File: config.mk
export PLATFORM = sky130hd
export DESIGN_NAME = alu_input_loader
export DESIGN_NICKNAME = d
export VERILOG_FILES = /design/src/rtl/alu_input_loader.sv
export SDC_FILE = /design/constraint.sdc
export NUM_CORES = 1
export LEC_CHECK = 0
export BUFFER_PORTS_ARGS = -buffer_cell sky130_fd_sc_hd__buf_4
export CELL_PAD_IN_SITES_DETAIL_PLACEMENT = 0
export CELL_PAD_IN_SITES_GLOBAL_PLACEMENT = 2
export CORE_AREA = 2 2 85 87
export CTS_CLUSTER_SIZE = 16
export DETAILED_ROUTE_END_ITERATION = 6
export DIE_AREA = 0 0 87 89
export GPL_TIMING_DRIVEN = 0
export HOLD_SLACK_MARGIN = 0.06
export PLACE_DENSITY_LB_ADDON = 0.1
export SKIP_CTS_REPAIR_TIMING = 1
export SYNTH_ARGS = -nofsm -noshare
export SYNTH_HDL_FRONTEND = slang
export SYNTH_SLANG_ARGS = --single-unit
File: constraint.sdc
create_clock -name i_clk -period 1.22 [get_ports i_clk]
set_input_delay 0 -clock i_clk [delete_from_list [all_inputs] [get_ports i_clk]]
set_output_delay 0 -clock i_clk [all_outputs]
set_load 0.05 [all_outputs]
File: src/rtl/alu_input_loader.sv
`default_nettype none
// ============================================================================
// Module      : alu_input_loader
// Description : Latches ALU operands A, B and the operation code from board
//               switches under control of three push buttons. Buttons and
//               switches are brought into the clock domain with two-flop
//               synchronizers; each button drives a debounced state whose
//               rising edge produces a one-cycle load pulse.
//
//               Optional debounce filter: define ALU_INPUT_LOADER_DEBOUNCE_EN
//               to build per-button stability counters. Without it the
//               debounced state simply follows the synchronized level.
//
// Ports       : i_clk       clock, rising edge
//               i_reset     synchronous active-high reset
//               i_sw        switch values (asynchronous)
//               i_btn_a     load A button (raw, bouncing, active high)
//               i_btn_b     load B button
//               i_btn_op    load OP button
//               o_a, o_b    latched operands
//               o_op        latched operation code (low BITS_OP switch bits)
//               o_loaded    loaded-since-reset flags {op, b, a}
//               o_valid     one-cycle pulse: set complete and just changed
//
// Revision    : 1.0 - initial release
// ============================================================================
module alu_input_loader #(
    parameter int BITS_DATA       = 8,
    parameter int BITS_OP         = 6,
    parameter int DEBOUNCE_CYCLES = 1000000
) (
    input  logic                 i_clk,
    input  logic                 i_reset,
    input  logic [BITS_DATA-1:0] i_sw,
    input  logic                 i_btn_a,
    input  logic                 i_btn_b,
    input  logic                 i_btn_op,
    output logic [BITS_DATA-1:0] o_a,
    output logic [BITS_DATA-1:0] o_b,
    output logic [BITS_OP-1:0]   o_op,
    output logic [2:0]           o_loaded,
    output logic                 o_valid
);

    // Reject configurations outside the counter's representable range.
    if (DEBOUNCE_CYCLES < 1 || DEBOUNCE_CYCLES > 24'hFFFFFF) begin : g_bad_cfg
        $error("alu_input_loader: DEBOUNCE_CYCLES out of range");
    end

    // Button index order throughout: 0 = A, 1 = B, 2 = OP.
    logic [2:0]           w_btn_raw;
    logic [2:0]           r_btn_s1;
    logic [2:0]           r_btn_s2;
    logic [BITS_DATA-1:0] r_sw_s1;
    logic [BITS_DATA-1:0] r_sw_s2;
    logic [2:0]           w_db;
    logic [2:0]           r_db_d;
    logic [2:0]           w_load;
    logic [2:0]           w_loaded_next;
    logic [BITS_DATA-1:0] r_a;
    logic [BITS_DATA-1:0] r_b;
    logic [BITS_OP-1:0]   r_op;
    logic [2:0]           r_loaded;
    logic                 r_valid;

    assign w_btn_raw = {i_btn_op, i_btn_b, i_btn_a};

    // Two-flop synchronizers for buttons and switches.
    always_ff @(posedge i_clk) begin
        if (i_reset) begin
            r_btn_s1 <= '0;
            r_btn_s2 <= '0;
            r_sw_s1  <= '0;
            r_sw_s2  <= '0;
        end else begin
            r_btn_s1 <= w_btn_raw;
            r_btn_s2 <= r_btn_s1;
            r_sw_s1  <= i_sw;
            r_sw_s2  <= r_sw_s1;
        end
    end

`ifdef ALU_INPUT_LOADER_DEBOUNCE_EN
    localparam logic [23:0] c_db_limit = 24'(DEBOUNCE_CYCLES);

    // The counter measures how many consecutive cycles the synchronized level
    // has disagreed with the debounced state; the state flips on the cycle
    // after DEBOUNCE_CYCLES disagreeing samples have been seen.
    for (genvar gi = 0; gi < 3; gi++) begin : g_debounce
        logic [23:0] r_cnt;
        logic        r_state;

        always_ff @(posedge i_clk) begin
            if (i_reset) begin
                r_cnt   <= '0;
                r_state <= 1'b0;
            end else if (r_btn_s2[gi] != r_state) begin
                if (r_cnt == c_db_limit) begin
                    r_state <= r_btn_s2[gi];
                    r_cnt   <= '0;
                end else begin
                    r_cnt <= r_cnt + 24'd1;
                end
            end else begin
                r_cnt <= '0;
            end
        end

        assign w_db[gi] = r_state;
    end
`else
    // Debounced state is a plain register copy of the synchronized level.
    for (genvar gi = 0; gi < 3; gi++) begin : g_no_debounce
        logic r_state;

        always_ff @(posedge i_clk) begin
            if (i_reset) begin
                r_state <= 1'b0;
            end else begin
                r_state <= r_btn_s2[gi];
            end
        end

        assign w_db[gi] = r_state;
    end
`endif

    // Rising edge of the debounced state is the load pulse; falling edges
    // and held levels produce nothing.
    assign w_load        = w_db & ~r_db_d;
    assign w_loaded_next = r_loaded | w_load;

    always_ff @(posedge i_clk) begin
        if (i_reset) begin
            r_db_d   <= '0;
            r_a      <= '0;
            r_b      <= '0;
            r_op     <= '0;
            r_loaded <= '0;
            r_valid  <= 1'b0;
        end else begin
            r_db_d <= w_db;
            // Simultaneous pulses all apply with the same switch sample.
            if (w_load[0]) r_a  <= r_sw_s2;
            if (w_load[1]) r_b  <= r_sw_s2;
            if (w_load[2]) r_op <= r_sw_s2[BITS_OP-1:0];
            r_loaded <= w_loaded_next;
            r_valid  <= (|w_load) && (w_loaded_next == 3'b111);
        end
    end

    assign o_a      = r_a;
    assign o_b      = r_b;
    assign o_op     = r_op;
    assign o_loaded = r_loaded;
    assign o_valid  = r_valid;

endmodule
`default_nettype wire

======== Word-level counts from Yosys, hierarchy flattened ========
Index checks and enable logic that the tools add are counted.
word-level totals
  output and inout port bits .............. 26
  bits in registers ....................... 54
  logic and storage cells ................. 19
  input bits .............................. 13
operators by class
  eq/ne operators ......................... 1
  bitwise gates (word level) .............. 3
  reductions and logical operators ........ 2
operators with widths
  kind                  count
  $and A3 B3 Y3         1
  $eq A3 B3 Y1 const B  1
  $not A3 Y3            1
  $or A3 B3 Y3          1
  $reduce_or A3 Y1      1
  $logic_and A1 B1 Y1   1

======== Longest topological paths before layout ========
  depth after elaboration ................. 5
  mapped depth ............................ 4
  gate-level depth less buffers ........... 3

======== Worst setup path after synthesis ========
OpenSTA, ideal clock, no wires.
  path kind ............................... register -> register
  start ................................... register r_loaded[0], in the netlist o_loaded[0]
  end ..................................... register r_valid, in the netlist o_valid
  data arrival time ....................... 1.080 ns
  period minus slack after synthesis ...... 1.184 ns
  path buffers ............................ 0
  cell stages (with the launch flop) ...... 3
  data required time ...................... 1.117 ns
  library setup time ...................... 0.103 ns
  slack ................................... 0.036 ns
  cell sequence ........................... dfxtp_1 > o21ai_2 > a2111oi_2
on the way
  longest elaborated chain between the ends .. 3
RTL lines
  what                      line  RTL
  start: declaration        63    logic [2:0] r_loaded;
  start signal: assignment  147   r_loaded <= w_loaded_next;
  $or A3 B3 Y3              131   assign w_loaded_next = r_loaded | w_load;
  $eq A3 B3 Y1              148   r_valid <= (|w_load) && (w_loaded_next == 3'b111);
  $logic_and A1 B1 Y1       148
  end signal: assignment    148
  end: declaration          64    logic r_valid;
No other way between the ends.
A chain may end at the register's enable or synchronous reset.

======== Worst setup path in the final report ========
  start ................................... register g_no_debounce[2].r_state
  end ..................................... register r_valid, in the netlist o_valid
on the way
  longest elaborated chain between the ends .. 4
  elaborated cells between the ends (all ways) .. 5
  classes of those cells .................. eq/ne: 1; bitwise: 2; reduce/logical: 2
RTL lines
  what                      line  RTL
  start: declaration        114   logic r_state;
  start signal: assignment  120   r_state <= r_btn_s2[gi];
  $and A3 B3 Y3 *           130   assign w_load = w_db & ~r_db_d;
  $or A3 B3 Y3              131
  $eq A3 B3 Y1              148
  $logic_and A1 B1 Y1 *     148
Mark *: on every way between the ends. The rest lies on a longest branch, timed or not.

==> summary.md <==
| Metric | Value |
|---|---|
| Most frequent cells in the layout | `54 x sky130_fd_sc_hd__dfxtp_1, 39 x sky130_fd_sc_hd__buf_4, 32 x sky130_fd_sc_hd__nand2_1` |
| Placed cell count | `about 280` |
| Max cap viols | `0` |
| Post-placement setup slack | `7.994 ps` |
| Vias | `1224` |
| Final setup margin | `48.36 ps` |
| Mean number of vias per cell | `4.040` |
| Antenna violations before repair | `0` |
| Antenna diode count | `0` |
| DRT Wirelength | `3.652 mm` |
| Global router's overall resource usage | `between 10% and 20%` |
| Overall die area | `7743 um^2` |
| Post-synth design cell area | `1677 um^2` |
| Final slew viol count | `0` |
| Yosys Warn Count | `0` |
| Crit-path slowest cell | `sky130_fd_sc_hd__a2111oi_2` |
| RePlAce Congestion | `0.6573` |
| Headroom to the max-slew limit | `66.10%` |
| Total iterations of the first detailed-routing run | `4` |
| RSZ-0062 raised after global routing | `no` |
| Number of buffer cells added on primary ports | `37` |
| Stage delay of the slowest cell on the critical path | `around 380 ps` |
| Floorplan Core Area | `6719 um^2` |
| Depth of the worst register-to-register path | `4` |
| Clock Root Buffer | `sky130_fd_sc_hd__clkbuf_8` |
| Power per Cell Area | `1371 nW/um^2` |
| Uppermost routed layer | `met4` |
| FF+latch count, synth | `54` |
| Ports | `39` |
| Sink count of the clock tree | `between 50 and 60` |
| Routed length on met1 | `around 1.6 mm` |
| Worst Hold Depth | `1` |
| Kind of start point of the critical path | `flop` |
| Critical-path maximum fanout | `8` |
| Layout net count | `235` |
| Remaining global-route overflow | `0` |
| DIE WIDTH | `roughly 87 um` |
| Result of the run | `finished, final reports clean` |
| Clock tree from TritonCTS | `done` |
| Insertion delay to the later sink of the worst-skew pair | `roughly 300 ps` |
| DR iter-0 viols | `44` |
| Worst min-delay path category | `reg -> reg` |
| # rows | `30` |
| Placed wire-length estimate | `2.559 mm` |
| Data arrival, critical path | `roughly 1400 ps` |
| Required time at the endpoint of the critical path | `1410 ps` |
| Fmax | `853.5 MHz` |
| Worst clock skew | `around 3.5 ps` |
| Area growth syn-to-layout | `37.01%` |
| Final critical-path share of the clock period | `a little under 100%` |
| Final std cells w/o fill | `303` |
| Number of distinct library cell variants in the gate-level netlist after synthesis | `15` |
| Largest net degree at the start of global routing | `16` |
| Die Ht | `89 um` |
| Reg clk slew, reported paths | `roughly 90 ps` |
| Final critical path time including I/O delays and setup | `1172 ps` |
| Final hold violation count | `0` |
| Global-route wire length before repair | `approximately 5.6 mm` |
| Fraction of layout cells with a size suffix above 1 | `24.66%` |
| ANT nets after route | `0` |
| Metal2 WL | `1.786 mm` |
| Most common library cell in the layout ignoring fill and taps | `sky130_fd_sc_hd__dfxtp_1` |
| Gate count after technology mapping | `166` |
| Total power draw | `3.148 mW` |
| Leakage dissipation | `0.9173 nW` |
| DRC violations left | `0` |
| Worst slew pin tran | `approximately 510 ps` |
| Mean routed wirelength per cell | `12.05 um` |
| Register area share after synthesis | `between 60 and 70%` |
| Worst setup path category | `reg -> reg` |
| Final-layout fill cell count | `slightly below 700` |
| Final setup viols | `0` |
| Net count of the mapped netlist | `179` |
| Mean instance size in the synthesized netlist | `10.10 um^2` |
| Cell chain of the critical path | `nor2b_2, buf_6, o21ai_2, a2111oi_2` |
| Starting Density | `24.95%` |
| Nature of the critical path endpoint | `flop` |
| Number of global-route vias before repair | `1105` |
| Met3 WL | `176 um` |
| Number of buffers between clock root and the deepest sink | `2` |
| Final sum of negative setup slack | `0 ps` |
| CTS H-tree lvls | `2` |
| Num CTS Buffers | `5` |
| Peak VDD IR | `0.0003903 V` |
[routing by layer]
metal  GRT usage, %  up-vias
met2          16.66       28
met1          12.07      557
met5              0        -
met4          4.688        0
li1               -      634
met3          3.416        5
[kinds of logic (layout without fill, tap and decap cells)]
group / Yosys count / count (layout) / share of synthesized area (%)
DFF: 54 / 54 / 64.48
and+or+nand+nor: 77 / 77 / 22.54
AOI/OAI and AO/OA: 18 / 18 / 6.194
buffers and inverters: 11 / 68 / 3.209
muxes: 6 / 6 / 3.582
[report_power, final]
group          switching (mW)  internal [mW]
Clock                   0.546          0.574
Combinational           0.104         0.0978
Sequential             0.0193           1.81
Total                   0.669           2.48
[critical path, delay by kind of cell, from the launching register on]
family	cells	cell delay, ps
compound gates	2	440
buf+inv	1	160
flops	1	330
simple gates	1	140
[worst paths after layout]
| path | from | to | slack [ps] |
|---|---|---|---|
| max | g_no_debounce[2].r_state$_SDFF_PP0_ | o_valid$_SDFF_PP0_ | 50 |
| min | r_btn_s2[2]$_SDFF_PP0_ | g_no_debounce[2].r_state$_SDFF_PP0_ | 440 |
| max reg2reg | g_no_debounce[2].r_state$_SDFF_PP0_ | o_valid$_SDFF_PP0_ | 50 |
| min reg2reg | r_btn_s2[2]$_SDFF_PP0_ | g_no_debounce[2].r_state$_SDFF_PP0_ | 440 |
[state kept, by name (all words and copies together), names as in the netlist, 6 cells and up]
| name | flops |
|---|---|
| r_sw_s1 | 8 |
| o_a | 8 |
| o_op | 6 |
| r_sw_s2 | 8 |
| o_b | 8 |
[final cells by class]
type                            count  area, um^2  area share (%)
Tap cell                           80       100.1           4.357
Timing Repair Buffer               51       412.9           17.97
Sequential cell                    54        1081           47.06
Multi-Input combinational cell    101       541.8           23.58
Buffer                              9       51.30           2.233
Clock buffer                        8       110.1           4.793
[cell usage after synthesis]
cell type / count / share of area, %
sky130_fd_sc_hd__nor2b_2: 2 / 1.0
sky130_fd_sc_hd__nand2_1: 32 / 7.2
sky130_fd_sc_hd__a21oi_1: 16 / 4.8
sky130_fd_sc_hd__buf_6: 1 / 0.67
sky130_fd_sc_hd__buf_2: 1 / 0.30
sky130_fd_sc_hd__or2b_1: 1 / 0.45
sky130_fd_sc_hd__mux2i_1: 6 / 3.6
sky130_fd_sc_hd__nor2_1: 12 / 2.7
sky130_fd_sc_hd__dfxtp_1: 54 / 64
sky130_fd_sc_hd__o21ai_2: 1 / 0.52
sky130_fd_sc_hd__a2111oi_2: 1 / 0.90
sky130_fd_sc_hd__nor2b_1: 29 / 11
sky130_fd_sc_hd__nand2b_1: 1 / 0.37
sky130_fd_sc_hd__clkbuf_1: 8 / 1.8
sky130_fd_sc_hd__buf_4: 1 / 0.45
[per-stage QoR]
stage	instance area, um^2	hold slack (ps)	util, %
2_1_floorplan	1677	128.2	-
3_3_place_gp	2054	209.2	30.58
3_5_place_dp	2054	214.8	30.58
4_1_cts	2165	-108.3	32.22
5_1_grt	2297	456.1	34.19
6_report	2297	441.2	34.19
No activity file was read; power rests on OpenSTA's default activity.
